`src/rtl/stream_program_loader.sv`:
```
// Length-prefixed byte-stream loader: assembles big-endian words and writes them to RAM from address 0.
// Optional trailing XOR checksum byte is enabled by defining LOADER_CHECKSUM_EN.
module stream_program_loader #(
    parameter int WORD_SIZE     = 16,
    parameter int MEM_ADDR_SIZE = 8
) (
    input  logic                     clock,
    input  logic                     reset,
    input  logic                     start_load,
    input  logic [7:0]               in_data,
    input  logic                     in_valid,
    output logic                     in_ready,
    output logic [MEM_ADDR_SIZE-1:0] mem_addr,
    output logic [WORD_SIZE-1:0]     mem_write_data,
    output logic                     mem_write,
    output logic                     load_complete,
    output logic                     load_error,
    output logic                     busy
);

    localparam int B      = WORD_SIZE / 8;
    localparam int BCNT_W = (B > 1) ? $clog2(B) : 1;
    localparam int IDX_W  = MEM_ADDR_SIZE + 1;

    localparam logic [BCNT_W-1:0] BCNT_LAST = BCNT_W'(B - 1);
    localparam logic [BCNT_W-1:0] BCNT_ONE  = BCNT_W'(1);
    localparam logic [IDX_W-1:0]  IDX_ONE   = IDX_W'(1);
    localparam logic [16:0]       MAX_WORDS = 17'd1 << MEM_ADDR_SIZE;

    typedef enum logic [2:0] {
        S_IDLE   = 3'd0,
        S_HDR_HI = 3'd1,
        S_HDR_LO = 3'd2,
        S_DATA   = 3'd3,
        S_WRITE  = 3'd4,
        S_DONE   = 3'd5,
        S_ERROR  = 3'd6,
        S_CHK    = 3'd7
    } state_t;

`ifdef LOADER_CHECKSUM_EN
    localparam state_t S_LAST = S_CHK;
`else
    localparam state_t S_LAST = S_DONE;
`endif

    state_t                     state_q, state_d;
    logic [15:0]                count_q, count_d;
    logic [IDX_W-1:0]           index_q, index_d;
    logic [BCNT_W-1:0]          byte_cnt_q, byte_cnt_d;
    logic [WORD_SIZE-1:0]       shift_q, shift_d;
    logic [MEM_ADDR_SIZE-1:0]   mem_addr_q, addr_d;
    logic [WORD_SIZE-1:0]       wdata_q, wdata_d;
    logic                       in_ready_q, ready_d;
    logic                       mem_write_q;
    logic                       load_complete_q;
    logic                       load_error_q;
    logic                       busy_q;
`ifdef LOADER_CHECKSUM_EN
    logic [7:0]                 csum_q, csum_d;
`endif

    logic                       accept_s;
    logic [15:0]                hdr_n_s;
    logic [IDX_W-1:0]           next_idx_s;

    function automatic logic [WORD_SIZE-1:0] shift_in(input logic [WORD_SIZE-1:0] word,
                                                      input logic [7:0]           b);
        logic [WORD_SIZE-1:0] t;
        t      = word << 4'd8;
        t[7:0] = b;
        return t;
    endfunction

    assign accept_s   = in_valid && in_ready_q;
    assign hdr_n_s    = {count_q[15:8], in_data};
    assign next_idx_s = index_q + IDX_ONE;

    // Next-state and datapath computation; dropping start_load overrides everything.
    always_comb begin
        state_d    = state_q;
        count_d    = count_q;
        index_d    = index_q;
        byte_cnt_d = byte_cnt_q;
        shift_d    = shift_q;
        addr_d     = mem_addr_q;
        wdata_d    = wdata_q;
`ifdef LOADER_CHECKSUM_EN
        csum_d     = csum_q;
`endif
        if (state_q != S_IDLE && !start_load) begin
            state_d    = S_IDLE;
            byte_cnt_d = '0;
            shift_d    = '0;
        end else begin
            case (state_q)
                S_IDLE: begin
                    if (start_load) begin
                        state_d    = S_HDR_HI;
                        count_d    = '0;
                        index_d    = '0;
                        byte_cnt_d = '0;
                        shift_d    = '0;
`ifdef LOADER_CHECKSUM_EN
                        csum_d     = 8'h00;
`endif
                    end else begin
                        state_d = S_IDLE;
                    end
                end
                S_HDR_HI: begin
                    if (accept_s) begin
                        count_d = {in_data, 8'h00};
                        state_d = S_HDR_LO;
                    end else begin
                        state_d = S_HDR_HI;
                    end
                end
                S_HDR_LO: begin
                    if (accept_s) begin
                        count_d = hdr_n_s;
                        index_d = '0;
                        if (hdr_n_s == 16'h0000) begin
                            state_d = S_LAST;
                        end else if ({1'b0, hdr_n_s} > MAX_WORDS) begin
                            state_d = S_ERROR;
                        end else begin
                            state_d = S_DATA;
                        end
                    end else begin
                        state_d = S_HDR_LO;
                    end
                end
                S_DATA: begin
                    if (accept_s) begin
                        shift_d = shift_in(shift_q, in_data);
`ifdef LOADER_CHECKSUM_EN
                        csum_d  = csum_q ^ in_data;
`endif
                        if (byte_cnt_q == BCNT_LAST) begin
                            state_d    = S_WRITE;
                            byte_cnt_d = '0;
                            addr_d     = index_q[MEM_ADDR_SIZE-1:0];
                            wdata_d    = shift_in(shift_q, in_data);
                        end else begin
                            byte_cnt_d = byte_cnt_q + BCNT_ONE;
                        end
                    end else begin
                        state_d = S_DATA;
                    end
                end
                // The strobe for this write is already on the output; only advance the index here.
                S_WRITE: begin
                    index_d = next_idx_s;
                    if (17'(next_idx_s) == {1'b0, count_q}) begin
                        state_d = S_LAST;
                    end else begin
                        state_d = S_DATA;
                    end
                end
                S_CHK: begin
`ifdef LOADER_CHECKSUM_EN
                    if (accept_s) begin
                        if (in_data == csum_q) begin
                            state_d = S_DONE;
                        end else begin
                            state_d = S_ERROR;
                        end
                    end else begin
                        state_d = S_CHK;
                    end
`else
                    state_d = S_ERROR;
`endif
                end
                S_DONE:  state_d = S_DONE;
                S_ERROR: state_d = S_ERROR;
                default: state_d = S_IDLE;
            endcase
        end
        ready_d = (state_d == S_HDR_HI) || (state_d == S_HDR_LO) ||
                  (state_d == S_DATA)   || (state_d == S_CHK);
    end

    // State, datapath and registered-output update.
    always_ff @(posedge clock or negedge reset) begin
        if (!reset) begin
            state_q         <= S_IDLE;
            count_q         <= '0;
            index_q         <= '0;
            byte_cnt_q      <= '0;
            shift_q         <= '0;
            mem_addr_q      <= '0;
            wdata_q         <= '0;
            in_ready_q      <= 1'b0;
            mem_write_q     <= 1'b0;
            load_complete_q <= 1'b0;
            load_error_q    <= 1'b0;
            busy_q          <= 1'b0;
`ifdef LOADER_CHECKSUM_EN
            csum_q          <= 8'h00;
`endif
        end else begin
            state_q         <= state_d;
            count_q         <= count_d;
            index_q         <= index_d;
            byte_cnt_q      <= byte_cnt_d;
            shift_q         <= shift_d;
            mem_addr_q      <= addr_d;
            wdata_q         <= wdata_d;
            in_ready_q      <= ready_d;
            mem_write_q     <= (state_d == S_WRITE);
            load_complete_q <= (state_d == S_DONE);
            load_error_q    <= (state_d == S_ERROR);
            busy_q          <= (state_d != S_IDLE) && (state_d != S_DONE) && (state_d != S_ERROR);
`ifdef LOADER_CHECKSUM_EN
            csum_q          <= csum_d;
`endif
        end
    end

    assign in_ready       = in_ready_q;
    assign mem_addr       = mem_addr_q;
    assign mem_write_data = wdata_q;
    assign mem_write      = mem_write_q;
    assign load_complete  = load_complete_q;
    assign load_error     = load_error_q;
    assign busy           = busy_q;

endmodule
```
`config.mk`:
```
export PLATFORM = sky130hd
export DESIGN_NAME = stream_program_loader
export DESIGN_NICKNAME = d
export VERILOG_FILES = /design/src/rtl/stream_program_loader.sv
export SDC_FILE = /design/constraint.sdc
export NUM_CORES = 1
export LEC_CHECK = 0
export ABC_AREA = 1
export CORE_ASPECT_RATIO = 0.7
export CORE_MARGIN = 4
export CORE_UTILIZATION = 54
export DETAILED_ROUTE_END_ITERATION = 10
export GPL_ROUTABILITY_DRIVEN = 0
export PLACE_DENSITY = 0.79
export SYNTH_ARGS = -nofsm -noshare
export SYNTH_HDL_FRONTEND = slang
export SYNTH_SLANG_ARGS = --single-unit
```
`constraint.sdc`:
```
create_clock -name clock -period 1.95 [get_ports clock]
set_input_delay 0.2925 -clock clock [delete_from_list [all_inputs] [get_ports clock]]
set_output_delay 0.2925 -clock clock [all_outputs]
set_load 0.1 [all_outputs]
```
# --- Yosys cells after proc, flatten, opt, wreduce, memory -nomap -nowiden ---
# Cells that the tools add are included.
totals:
  ff_bits: 66
  inputBits: 12
  out_inout_bits: 29
  word_cells: 87
op_classes:
  n_addsub: 2
  order_cmp: 1
  eq_ne: 22
  muxes: 25
  n_bitwise: 2
  n_reduce_logical: 22
ops:
  columns: ["operator", "n"]
  rows:
  - ["case mux 16 bit (3 select lines)", 1]
  - ["two-way mux 16 bit", 2]
  - ["case mux 9 bit (3 select lines)", 1]
  - ["equality test 3 bit (second input constant)", 8]
  - ["two-way mux 8 bit", 3]
  - ["two-way mux 3 bit", 7]
  - ["case mux 3 bit (7 select lines)", 1]
  - ["two-way mux 9 bit", 2]
  - ["equality test 9 x 16 -> 1 bit", 1]
  - ["greater-than comparator 16 x 9 -> 1 bit (second input constant)", 1]
  - ["zero test 16 bit", 1]
  - ["case mux 8 bit (2 select lines)", 1]
  - ["nonzero test 3 bit", 5]
  - ["equality test 3 x 2 -> 1 bit (second input constant)", 4]
  - ["!= test 3 bit (second input constant)", 4]
  - ["AND reduction 5 bit", 2]
  - ["adder 9 x 1 -> 9 bit (second input constant)", 1]
  - ["AND reduction 4 bit", 2]
  - ["equality test 3 x 1 -> 1 bit (second input constant)", 2]
  - ["!= test 2 bit (second input constant)", 3]
  - ["two-way mux 1 bit", 5]
  - ["logical AND 1 bit", 4]
  - ["zero test 3 bit", 1]
  - ["logical OR 1 bit", 3]
  - ["8 further kinds", 9]

# --- Logic depth before layout (Yosys ltp) ---
logic_depth:
  word_depth: 10
  mapped_depth: 17
  ltp_nobuf: 17

# --- Worst setup path before layout ---
# OpenSTA, ideal clock, no wires.
synth_timing:
  path_kind: "register to register"
  start: "reg in_ready_q, in the netlist in_ready"
  end: "reg mem_addr_q[0], in the netlist mem_addr[0]"
  setup_time_ns: 0.130
  t_arrival_ns: 2.062
  required_time_ns: 1.820
  setup_slack_ns: -0.242
  path_stages_with_launch: 8
  n_path_buf: 2
  period_less_slack_ns: 2.192
  cell_sequence: "dfrtp_1 -> nand2_1 -> nor3_1 -> nand2_1 -> buf_4 -> buf_2 -> nand2_1 -> o21ai_0"
synth_between:
  elab_chain_cells: 2
synth_lines:
  columns: ["element", "line", "text"]
  rows:
  - ["start: declaration", "54", "logic in_ready_q, ready_d;"]
  - ["start signal: assignment", "211", "in_ready_q <= ready_d;"]
  - ["logical AND 1 bit", "75", "assign accept_s = in_valid && in_ready_q;"]
  - ["AND reduction 4 bit (no source line)", null, null]
  - ["end signal: assignment", "209", "mem_addr_q <= addr_d;"]
  - ["end: declaration", "52", "logic [MEM_ADDR_SIZE-1:0] mem_addr_q, addr_d;"]
# No other way between the ends.
# A chain may end at the register's enable or synchronous reset.

# --- Worst setup path after layout ---
layout_timing:
  start: "reg index_q[0]"
  end: "reg busy_q, in the netlist busy"
layout_between:
  elab_chain_cells: 8
  elab_cells_between_ends: 10
  cone_classes: "add/sub: 1; eq/ne: 3; mux: 3; reduce/logical: 3"
layout_lines:
  columns: ["element", "line", "text"]
  rows:
  - ["start: declaration", "49", "logic [IDX_W-1:0] index_q, index_d;"]
  - ["start signal: assignment", "206", "index_q <= index_d;"]
  - ["adder 9 x 1 -> 9 bit (*)", "77", "assign next_idx_s = index_q + IDX_ONE;"]
  - ["equality test 9 x 16 -> 1 bit (*)", "155", "if (17'(next_idx_s) == {1'b0, count_q}) begin"]
  - ["two-way mux 3 bit (*)", "155", null]
  - ["case mux 3 bit (7 select lines) (*)", "96", "case (state_q)"]
  - ["two-way mux 3 bit (*)", "91", "if (state_q != S_IDLE && !start_load) begin"]
  - ["!= test 3 bit / nonzero test 3 bit (equally long branches)", "215", "busy_q <= (state_d != S_IDLE) && (state_d != S_DONE) && (state_d != S_ERROR);"]
  - ["logical AND 1 bit", "215", null]
  - ["logical AND 1 bit (*)", "215", null]
  - ["end signal: assignment", "215", null]
  - ["end: declaration", "58", "logic busy_q;"]
# Mark *: on every way between the ends. The rest lies on a longest branch, timed or not.

==> results.md <==
- Metal2 WL: 3460 um
- Max Slew Vio Count: 0
- Diode count: 0
- Rows: 22
- Yosys reg bits: 66
- Routed len/inst: 14.5 um
- First-pass GRT wire length: 12100 um
- Mean Syn Cell Area: 8.18 um2
- CTS Buffer Depth: 2
- Iteration-0 DRC Markers: 177
- Antenna Nets Post-Route: 0
- Total negative setup slack: 0 ns
- Die Area: between 0.006 and 0.007 mm2
- RSZ-0062 raised after global routing: true
- Grt ovf: 0
- Yosys warns: 0
- Pin count of the biggest net entering global routing: 49
- Pre-antenna DRT Iters: 5
- H-tree depth: 3
- Area of the multi-input gates: roughly 0.0012 mm2
- Setup CP Type: reg -> reg
- Worst-path fanout max: 4
- Detailed placer's ending HPWL: 5290 um
- CP arrival: ~2.2 ns
- Mapped Nets: 387
- Post-Route WL: 7590 um
- Power Internal: 3.09 mW
- Yosys top cell by area: dfrtp_1
- Netlist cell types: 26
- Dpl cells: 504
- Worst skew pair latency: between 0.3 and 0.4 ns
- Fin nets: 460
- Area contributors post-synth: dfrtp_1 54%, nand2_1 10%, o21ai_0 7.5%, nand3_1 6.5%, inv_1 6.4%
- Die Wd: 98.0 um
- Post-synth top area share: 0.540
- Cts bufs inserted: 9
- Final setup viols: 0
- Clock sinks: 66
- Mapped cell area: 0.00306 mm2
- Synth Instances: 374
- CTS root buf: clkbuf_8
- Hold/Removal Path Class: reg -> reg
- Critical Path Source Type: flop
- Clock skew: 0.00795 ns
- Standby leakage power: 1.92 nW
- Slew headroom: 0.586
- Combinational power share: 0.441
- Vias in the first global route: 2549
- Run status: finished, final reports clean
- Sw power: 2.39 mW
- CP required: between 2 and 2.5 ns
- CTS clk-pin slew, worst paths: about 0.070 ns
- Number of I/O pins: 41
- FMAX: about 0.52 GHz
- Max Used Layer: met4
- Max VDD drop: 0.000705 V
- Least-Margin Pin Slew: 0.621 ns
- Clk pwr share: 0.228
- Seq. cell area: 0.00165 mm2
- Drt via density: 5.37
- Met3 WL post-DR: about 560 um
- Antenna violations before repair: 0
- Switch share: 0.436
- DRC Markers: 0
- Post-route insts no fill: ~520
- Synth-to-Final Area Change: 29.8%
- All-Layer GR Usage: 0.222
- Die Y: approximately 70 um
- Starting Density: 0.570
- Final hold vios: 0
- CTS tree: built
- Pwr/cell area: approximately 1400 mW/mm2
- Share of cells above drive strength 1: 0.224
- Vias: 2806
- Hold WS: 0.491 ns
- Final period utilization: 0.989
- # port buffers: 40
- Register area share after synthesis: 0.540
- Met1 wire length: 3470 um
- Filler cell count: 392
- Flop pwr share: 0.331
- Final min period: around 1.9 ns
- Crit path capture type: flop
- Core ar.: 0.00537 mm2
- # Max-Cap Violations: 0
layer usage:
layer	GRT usage	vias up
li1	-	1363
met1	0.309	1318
met2	0.327	114
met3	0.0867	11
met4	0.0584	0
met5	0	-
metrics by stage:
| step | instance area, um2 | power, mW | worst slack (ns) | utilization |
|---|---|---|---|---|
| floorplan | 3060 | 3.44 | 0.0892 | - |
| global placement | 3660 | 4.02 | -0.0241 | 0.681 |
| detailed placement | 3660 | 4.06 | -0.103 | 0.681 |
| CTS | 3890 | 5.32 | 0.0188 | 0.725 |
| global route | 3970 | 5.80 | -0.0940 | 0.740 |
| finish | 3970 | 5.48 | 0.0223 | 0.740 |
cell type report:
cell class,count,share of cell area
Clock buffer,14,0.0485
Clock inverter,1,0.00756
Inverter,58,0.0548
Multi-Input combinational cell,243,0.304
Sequential cell,66,0.416
Tap cell,72,0.0227
Timing Repair Buffer,69,0.146
final timing paths:
path	slack, ns	from	endpoint	cells after the start
worst min register to register	0.49	mem_addr[5]	mem_addr[5]	2
max in group asynchronous	0.82	reset	mem_addr[6]	3
worst max register to register	0.02	index_q[0]	busy	16
min in group asynchronous	0.51	reset	index_q[0]	2
worst min-delay path	0.49	mem_addr[5]	mem_addr[5]	2
worst max-delay path	0.02	index_q[0]	busy	16
timing repair:
item                                    in CTS  in global routing
endpoints found under the setup margin       0                  5
resized for setup                            0                 15
setup buffers                                0                  3
hold buffers                                 1                  0
endpoints found under the hold margin       23                  0
critical path: stages, from the launching register on:
cell and delay, ns:
dfrtp_1 0.42, ha_4 0.29, inv_2 0.04, nand2_2 0.05, nand2_2 0.06, nor2_1 0.08, nand2_1 0.06, nor2_1 0.13
nand3_1 0.08, nor2_1 0.09, nand3_1 0.08, nand2_1 0.08, nand2_2 0.09, nand2_4 0.10, nand2_4 0.06, nand2_4 0.06
nand2_1 0.05
sequential cells by signal (all words and copies together), names as in the netlist:
name and flops:
busy 1, byte_cnt_q 1, count_q 16, in_ready 1
index_q 9, load_complete 1, load_error 1, mem_addr 8
mem_write 1, mem_write_data 16, shift_q 8, state_q 3
logic make-up (layout without fill, tap and decap cells):
| logic type | Yosys count | after routing | synth area share |
|---|---|---|---|
| simple gates | 168 | 168 | 0.238 |
| compound gates | 74 | 74 | 0.134 |
| fa+ha+maj | 1 | 1 | 0.00409 |
| flops | 66 | 66 | 0.540 |
| buf+inv | 65 | 142 | 0.0847 |
cells in the final DEF (no fill, tap or decap), types with 3 or more instances in the layout:
cell / synthesis / final
nand2_1: 82 / 78
dfrtp_1: 66 / 65
buf_4: 1 / 54
inv_1: 52 / 50
o21ai_0: 46 / 46
nand3_1: 40 / 39
nor2_1: 29 / 27
o22ai_1: 16 / 16
clkbuf_8: 0 / 14
clkdlybuf4s50_1: 0 / 10
inv_2: 5 / 7
nand2_2: 7 / 7
a21oi_1: 6 / 6
nand2_4: 0 / 4
nor3_1: 5 / 4
nand4_1: 3 / 3
buf_12: 0 / 3
power by group through the flow:
stage / clock (mW) / sequential (mW) / combinational [mW]
2_1_floorplan: 0 / 2.48 / 0.967
3_3_place_gp: 0 / 1.82 / 2.20
3_5_place_dp: 0 / 1.83 / 2.24
4_1_cts: 1.26 / 1.81 / 2.25
5_1_grt: 1.33 / 1.85 / 2.62
6_report: 1.25 / 1.81 / 2.42
synth_stat cells:
| cell type | count |
|---|---|
| o21bai_1 | 1 |
| clkinv_1 | 1 |
| nand2_1 | 82 |
| a21oi_1 | 6 |
| buf_6 | 1 |
| dfrtp_1 | 66 |
| ha_1 | 1 |
| inv_1 | 52 |
| buf_2 | 2 |
| a21boi_0 | 1 |
| o22ai_1 | 16 |
| nand2_2 | 7 |
| nor2_1 | 29 |
| o221a_2 | 1 |
| o21ai_0 | 46 |
| a31oi_1 | 1 |
| nand4_1 | 3 |
| o21a_1 | 1 |
| clkbuf_2 | 1 |
| nor2_4 | 2 |
| clkbuf_1 | 2 |
| o21ai_2 | 1 |
| nor3_1 | 5 |
| buf_4 | 1 |
| nand3_1 | 40 |
| inv_2 | 5 |
No activity file was read; power rests on OpenSTA's default activity.
